==> src/rtl/rtc_bus_if.sv <==
// Multiplexed RTC AD bus: strobes and drive value from the controller, read value back from the RTC.
interface rtc_bus_if;
  logic       ad;
  logic       cs;
  logic       wr;
  logic       rd;
  logic [7:0] adout;
  logic       ad_oe;
  logic [7:0] adin;

  modport master (output ad, cs, wr, rd, adout, ad_oe, input adin);
  modport slave  (input ad, cs, wr, rd, adout, ad_oe, output adin);
endinterface

==> src/rtl/rtc_read_burst.sv <==
// Reads NREG consecutive RTC registers over the multiplexed AD bus and publishes
// all captured bytes at once on rdata when the burst completes.
module rtc_read_burst #(
  parameter int         NREG      = 3,
  parameter logic [7:0] BASE_ADDR = 8'h21,
  parameter int         T_HOLD    = 5,
  parameter int         T_GAP     = 8
) (
  input  logic                clock,
  input  logic                reset,
  input  logic                start,
  rtc_bus_if.master           bus,
  output logic                busy,
  output logic                done,
  output logic                valid,
  output logic [8*NREG-1:0]   rdata
);

  typedef enum logic [3:0] {
    IDLE, A_AD, A_CS, A_WR, A_WRH, A_CSH, A_ADH, GAP1,
    R_CS, R_RD, R_RDH, R_CSH, GAP2, DONE
  } state_t;

  localparam int TMAX = (T_HOLD > T_GAP) ? T_HOLD : T_GAP;
  localparam int CW   = $clog2(TMAX + 1);
  localparam int IW   = (NREG > 1) ? $clog2(NREG) : 1;
  localparam logic [CW-1:0] HOLD_LAST = CW'(T_HOLD - 1);
  localparam logic [CW-1:0] GAP_LAST  = CW'(T_GAP - 1);
  localparam logic [IW-1:0] LAST_IDX  = IW'(NREG - 1);

  state_t            state_reg, state_next;
  logic [CW-1:0]     cnt_reg, cnt_next;
  logic [IW-1:0]     index_reg, index_next;
  logic              capture;
  logic [7:0]        shadow_reg [NREG];
  logic [8*NREG-1:0] shadow_flat;

  logic       ad_reg, cs_reg, wr_reg, rd_reg, oe_reg;
  logic       ad_next, cs_next, wr_next, rd_next, oe_next;
  logic [7:0] adout_reg, adout_next, addr_next;
  logic       busy_reg, done_reg, valid_reg;
  logic [8*NREG-1:0] rdata_reg;

  always_comb begin
    state_next = state_reg;
    cnt_next   = '0;
    index_next = index_reg;
    capture    = 1'b0;
    case (state_reg)
      IDLE:  if (start) state_next = A_AD;
      A_AD:  state_next = A_CS;
      A_CS:  state_next = A_WR;
      A_WR:  if (cnt_reg == HOLD_LAST) state_next = A_WRH;
             else cnt_next = cnt_reg + 1'b1;
      A_WRH: state_next = A_CSH;
      A_CSH: state_next = A_ADH;
      A_ADH: state_next = GAP1;
      GAP1:  if (cnt_reg == GAP_LAST) state_next = R_CS;
             else cnt_next = cnt_reg + 1'b1;
      R_CS:  state_next = R_RD;
      R_RD:  if (cnt_reg == HOLD_LAST) begin
               capture    = 1'b1;
               state_next = R_RDH;
             end else cnt_next = cnt_reg + 1'b1;
      R_RDH: state_next = R_CSH;
      R_CSH: state_next = GAP2;
      GAP2:  if (cnt_reg == GAP_LAST) begin
               if (index_reg == LAST_IDX) state_next = DONE;
               else begin
                 index_next = index_reg + 1'b1;
                 state_next = A_AD;
               end
             end else cnt_next = cnt_reg + 1'b1;
      DONE:  begin
               state_next = IDLE;
               index_next = '0;
             end
      default: state_next = IDLE;
    endcase
  end

  // Outputs are decoded from the next state so the registered pins line up with the state.
  assign addr_next = BASE_ADDR + 8'(index_next);

  always_comb begin
    ad_next    = 1'b1;
    cs_next    = 1'b1;
    wr_next    = 1'b1;
    rd_next    = 1'b1;
    adout_next = 8'hFF;
    oe_next    = 1'b0;
    case (state_next)
      A_AD:  ad_next = 1'b0;
      A_CS:  begin ad_next = 1'b0; cs_next = 1'b0; end
      A_WR:  begin
               ad_next = 1'b0; cs_next = 1'b0; wr_next = 1'b0;
               adout_next = addr_next; oe_next = 1'b1;
             end
      A_WRH: begin ad_next = 1'b0; cs_next = 1'b0; adout_next = addr_next; oe_next = 1'b1; end
      A_CSH: begin ad_next = 1'b0; adout_next = addr_next; oe_next = 1'b1; end
      R_CS:  cs_next = 1'b0;
      R_RD:  begin cs_next = 1'b0; rd_next = 1'b0; end
      R_RDH: cs_next = 1'b0;
      default: ;
    endcase
  end

  always_ff @(posedge clock) begin
    if (reset) begin
      state_reg <= IDLE;
      cnt_reg   <= '0;
      index_reg <= '0;
      ad_reg    <= 1'b1;
      cs_reg    <= 1'b1;
      wr_reg    <= 1'b1;
      rd_reg    <= 1'b1;
      adout_reg <= 8'hFF;
      oe_reg    <= 1'b0;
      busy_reg  <= 1'b0;
      done_reg  <= 1'b0;
      valid_reg <= 1'b0;
      rdata_reg <= '0;
    end else begin
      state_reg <= state_next;
      cnt_reg   <= cnt_next;
      index_reg <= index_next;
      ad_reg    <= ad_next;
      cs_reg    <= cs_next;
      wr_reg    <= wr_next;
      rd_reg    <= rd_next;
      adout_reg <= adout_next;
      oe_reg    <= oe_next;
      busy_reg  <= (state_next != IDLE);
      done_reg  <= (state_next == DONE);
      if (state_next == DONE) begin
        valid_reg <= 1'b1;
        rdata_reg <= shadow_flat;
      end
    end
  end

  // Shadow bytes need no reset: every byte is rewritten before rdata is loaded.
  always_ff @(posedge clock) begin
    if (capture) shadow_reg[index_reg] <= bus.adin;
  end

  generate
    for (genvar gi = 0; gi < NREG; gi++) begin : g_flat
      assign shadow_flat[8*gi +: 8] = shadow_reg[gi];
    end
  endgenerate

  assign bus.ad    = ad_reg;
  assign bus.cs    = cs_reg;
  assign bus.wr    = wr_reg;
  assign bus.rd    = rd_reg;
  assign bus.adout = adout_reg;
  assign bus.ad_oe = oe_reg;
  assign busy      = busy_reg;
  assign done      = done_reg;
  assign valid     = valid_reg;
  assign rdata     = rdata_reg;

endmodule

==> src/flat_wrapper.sv <==
// flat-port wrapper written by rule: the top's interface ports become plain ports
module rtc_read_burst_flat 
#(
  parameter int         NREG      = 3,
  parameter logic [7:0] BASE_ADDR = 8'h21,
  parameter int         T_HOLD    = 5,
  parameter int         T_GAP     = 8
)
  (clock, reset, start, busy, done, valid, rdata, bus_ad, bus_cs, bus_wr, bus_rd, bus_adout, bus_ad_oe, bus_adin);
  rtc_bus_if bus_i ();
  input  logic clock;
  input  logic reset;
  input  logic start;
  output logic busy;
  output logic done;
  output logic valid;
  output logic [8*NREG-1:0] rdata;
  output wire logic [$bits(bus_i.ad)-1:0] bus_ad;
  output wire logic [$bits(bus_i.cs)-1:0] bus_cs;
  output wire logic [$bits(bus_i.wr)-1:0] bus_wr;
  output wire logic [$bits(bus_i.rd)-1:0] bus_rd;
  output wire logic [$bits(bus_i.adout)-1:0] bus_adout;
  output wire logic [$bits(bus_i.ad_oe)-1:0] bus_ad_oe;
  input wire logic [$bits(bus_i.adin)-1:0] bus_adin;
  assign bus_ad = bus_i.ad;
  assign bus_cs = bus_i.cs;
  assign bus_wr = bus_i.wr;
  assign bus_rd = bus_i.rd;
  assign bus_adout = bus_i.adout;
  assign bus_ad_oe = bus_i.ad_oe;
  assign bus_i.adin = bus_adin;
  rtc_read_burst #(.NREG(NREG), .BASE_ADDR(BASE_ADDR), .T_HOLD(T_HOLD), .T_GAP(T_GAP)) u_core (.clock(clock), .reset(reset), .start(start), .bus(bus_i), .busy(busy), .done(done), .valid(valid), .rdata(rdata));
endmodule
==> config.mk <==
export PLATFORM = sky130hd
export DESIGN_NAME = rtc_read_burst_flat
export DESIGN_NICKNAME = d
export VERILOG_FILES = /design/src/rtl/rtc_bus_if.sv /design/src/rtl/rtc_read_burst.sv /design/src/flat_wrapper.sv
export SDC_FILE = /design/constraint.sdc
export NUM_CORES = 1
export LEC_CHECK = 0
export ABC_AREA = 1
export CORE_MARGIN = 4
export CORE_UTILIZATION = 50
export DETAILED_ROUTE_END_ITERATION = 8
export GPL_ROUTABILITY_DRIVEN = 0
export PLACE_DENSITY_LB_ADDON = 0.2
export SYNTH_ARGS = -nofsm -noshare
export SYNTH_HDL_FRONTEND = slang
export SYNTH_SLANG_ARGS = --single-unit
==> constraint.sdc <==
create_clock -name clock -period 2.5 [get_ports clock]
set_input_delay 0.375 -clock clock [delete_from_list [all_inputs] [get_ports clock]]
set_output_delay 0.375 -clock clock [all_outputs]
set_load 0.01 [all_outputs]
After elaboration in Yosys (flattened, before gate mapping). Memory sizes are Yosys's and may differ from the RTL's. A register that Yosys moved wholly into a read port is not among the register bits. Index checks and enable logic that the tools add are counted. W data, S select, Z words.

Register bits after elaboration: 26. Bits in latches: 0. Bits in writable memories: 24. Memory bits (read-only): 0. Output and inout port bits: 40. Logic and storage cells: 72. Memories kept: 1.

Memories: u_core.shadow_reg (depth 3, bits a word 8, read ports 3, clocked after Yosys merged registers in 3, write ports 1, line rtc_read_burst.sv:35) `logic [7:0] shadow_reg [NREG];`.

Add/sub/neg operators: 3. $mul: 0. Div/mod/pow operators: 0. Magnitude comparators: 0. Eq/ne operators: 25. Shift operators: 0. Mux-type cells: 22. Bitwise gates (word level): 1. Reduce and logical (&&, ||, !) cells: 8.

Operators by type and width (number): $pmux W4 S13 (1); $eq A4 B4 Y1 const B (10); $eq A4 B3 Y1 const B (8); $mux W4 (8); $eq A4 B2 Y1 const B (4); $mux W1 (9); $eq A4 B1 Y1 const B (2); $pmux W4 S2 (1); $add A6 B2 Y7 const A (1); $reduce_or A2 Y1 (3); $reduce_or A6 Y1 (1); $reduce_or A5 Y1 (1); $add A4 B1 Y4 const B (1); $logic_not A4 Y1 (1); $mux W2 (2); $pmux W2 S2 (1); $reduce_bool A4 Y1 (1); $reduce_or A3 Y1 (1); $add A2 B1 Y2 const B (1); $eq A2 B2 Y1 const B (1); $not A1 Y1 (1).

Logic depth before layout (Yosys ltp).
Word-level depth: 8. Depth in mapped cells: 14. Gate-level depth less buffers: 13.

Worst setup path before layout. OpenSTA, ideal clock, no wires.

Kind: flip-flop to flip-flop. Start point: reg u_core.cnt_reg[0]. End point: reg u_core.rdata_reg[0], in the netlist rdata[0] (read register of u_core.shadow_reg). Arrival: 1568 ps. Required time: 2388 ps. Slack: 820 ps. Cell stages (with the launch flop): 13. Path buffers: 2. Clock period less this slack: 1680 ps. Cells stage by stage: dfxtp_1 -> inv_1 -> ha_1 -> nand2_1 -> nor2_2 -> nand3_1 -> nand3_1 -> nor2_4 -> nand3_2 -> buf_6 -> buf_8 -> nor2_2 -> nor2_1.

Word-level cells in the longest chain between the ends: 4.

Ends and longest elaborated chain: from (decl) (line rtc_read_burst.sv:32) `logic [CW-1:0] cnt_reg, cnt_next;`; from (signal assigned) (line rtc_read_burst.sv:125) `cnt_reg <= cnt_next;`; $eq A4 B3 Y1 (on tied branches); $mux W4 (on tied branches); $pmux W4 S13 (*) (line rtc_read_burst.sv:49) `case (state_reg)`; $eq A4 B4 Y1 (*) (line rtc_read_burst.sv:135) `if (state_next == DONE) begin`; to (decl) (line rtc_read_burst.sv:42) `logic [8*NREG-1:0] rdata_reg;`.

Every way passes the cells marked *; elsewhere a longest branch is shown, timed or not. A chain may end at the register's enable or synchronous reset.

Final worst setup path.
Start point: reg u_core.cnt_reg[0]. End point: reg u_core.rdata_reg[23], in the netlist rdata[23] (read register of u_core.shadow_reg).

Same word-level chain as after synthesis.

==> metrics.yaml <==
synth:
  yosysTopAreaCell: "dfxtp_1"
  synth-seq-cells: 70
  avgSynthCellArea_sq_um: 8.55
  ys_top_cells_by_area: "dfxtp_1, edfxtp_1, nand2_1, nor2_1, inv_1"
  netlist_area_sq_mm: 0.00288
  ys_warn_count: 0
  synth_cell_types: 31
  synth_nets: 355
  synth_cells: 337
  yosysTopAreaCellShare_pct: 31.9
  synth-seq-area-share_pct: 56.9
finish:
  layout_commonest_cell: "nand2_1"
  final_cell_mix: "nand2_1, nor2_1, clkdlybuf4s50_1, dfxtp_1, inv_1"
  final_area_sq_mm: 0.00366
  drive_gt1_share_pct: 12.9
  finalNetCount: 408
  syn2layout_area_growth_pct: 26.8
  n_antenna_cell: 0
  instances_no_fill: 467
timing:
  finalCritPeriodShare_pct: 83.7
  rsz0062_at_grt: "false"
  hold_viol_final: 0
  slew_viol_final: 0
  worst_clock_skew_ns: 0.00784
  tns_ns: 0
  setup_violations: 0
  max_freq_mhz: 478
  worstMarginPinSlew_ns: 0.574
  finalCriticalPeriod_ns: 2.09
  max_slew_margin_pct: 61.7
clock_tree:
  cts_tree: "yes"
  cts_setup_buffers: 0
  cts_made_buffers: 9
  htree_levels: 3
  path_clk_slew_ns: 0.07
  worst_skew_pair.late_latency_ns: 0.35
  ctsResizeCount: 0
  cts.sinks: 70
  cts_buffer_depth: 2
  cts_hold_buffers: 0
  cts-root-buf: "clkbuf_8"
routing:
  ant_nets: 0
  drc: 0
  wl_per_cell_um: 11.6
  num_vias: 2144
  drt_pass1_iterations: 4
  wl_um: 5400
  via_per_inst: 4.59
  drtIter0Drc: 135
global_route:
  grtUsageTotal_pct: 16.5
  grt_pass1_vias: 2046
  grt_pass1_wl_um: 9160
  grt_overflow: 0
  antenna_found_initial: 0
  grt_max_degree: 23
pwr:
  p_per_area_mw_per_mm2: 615
  p_leak_nw: 1.61
  peakVddDrop_mv: 0.365
floorplanning:
  rows: 27
  die-area_sq_mm: 0.00704
  coreArea_sq_mm: 0.00554
  die_w_um: 83.9
  fp.dieH_um: 83.9
  pin_count: 51
  initial_core_util_pct: 52.0
placement:
  dp.cells: 451
  dpl.hpwl_um: 3720
  io_buffers: 49
  place_area_sq_mm: 0.00345
setup_path:
  critPathLaunchType: "flip-flop"
  end_kind: "flip-flop"
  cp_cell_sequence: "ha_1 > nand3_2 > o21ai_2 > inv_2 > nor2_4 > nand3_2 > buf_12 > nand2_1 > nand2_1 > nor2_1"
  cp_slowest_cell: "dfxtp_1"
  slowest_delay_ns: 0.38
  cp_data_required_time_ns: 2.78
  crit_buf_inv: 2
  critPathKind: "reg2reg"
  cp-startpoint: "u_core.cnt_reg[0]"
  r2r-start: "u_core.cnt_reg[0]"
  worst-path-max-fanout: 17
  cp_top_family: "simple AND/OR/NAND/NOR gates"
  cp.arrival_ns: 2.37
hold_path:
  hold_path.startpoint: "u_core.valid"
  hold_path_class: "reg2reg"
status:
  status: "finished, final reports clean"
run:
  maxCapViolCount: 0
[synthesized netlist by cell type, drive strengths merged]
cell type	number
ha	7
and2	1
xor2	1
o21ai	5
nor4	1
o22ai	1
nor2	77
a211oi	1
a21oi	8
dfxtp	46
o221a	1
nand2	79
conb	1
a31oi	1
inv	50
nor3	4
buf	11
nand3	15
clkbuf	3
edfxtp	24
[metrics by stage]
| step | util, % | total power [mW] | hold WS (ns) | setup slack, ns |
|---|---|---|---|---|
| after global placement | 62.3 | 1.35 | 0.454 | 0.503 |
| after floorplan | - | 1.29 | 0.447 | 0.820 |
| final | 66.0 | 2.25 | 0.468 | 0.408 |
| after detailed placement | 62.3 | 1.35 | 0.455 | 0.410 |
| after global routing | 66.0 | 2.34 | 0.482 | 0.246 |
| after CTS | 66.0 | 2.27 | 0.474 | 0.410 |
[cell families after synthesis]
logic type | share of synthesized area [%]
simple gates | 26.3
flops | 56.9
buf+inv | 9.68
compound gates | 3.60
fa+ha+maj | 3.04
xor+xnor | 0.304
other cells | 0.130
[metal layers]
| metal | vias up | GRT usage [%] | wire length [um] |
|---|---|---|---|
| met1 | 947 | 19.7 | 2490 |
| met4 | 0 | 8.77 | 132 |
| met3 | 10 | 4.84 | 323 |
| li1 | 1133 | - | - |
| met2 | 54 | 26.6 | 2460 |
| met5 | - | 0 | 0 |
[path summary, 6_finish.rpt]
kind             endpoint  slack [ns]  cells past startpoint
max             rdata[23]        0.41                     10
min          u_core.valid        0.47                      2
max reg2reg     rdata[23]        0.41                     10
min reg2reg  u_core.valid        0.47                      2
[power breakdown]
group,internal (mW),switching (mW),leakage [nW],total (mW)
combinational,0.0578,0.0673,0.922,0.125
sequential,1.19,0.00894,0.588,1.20
clock,0.492,0.431,0.103,0.924
[final cells by class]
class	instances	area [sq um]
Clock buffer	10	138
Clock inverter	6	68.8
Fill cell	460	1880
Inverter	50	188
Multi-Input combinational cell	203	962
Sequential cell	70	1640
Tap cell	72	90.1
Timing Repair Buffer	56	568
[worst reg2reg max path, delay by kind of cell (launching register included)]
kind,cells,cell delay (ns)
simple gates,6,0.85
flops,1,0.38
buf+inv,2,0.34
compound gates,1,0.21
fa+ha+maj,1,0.25
Power figures use the tool's default switching activity.
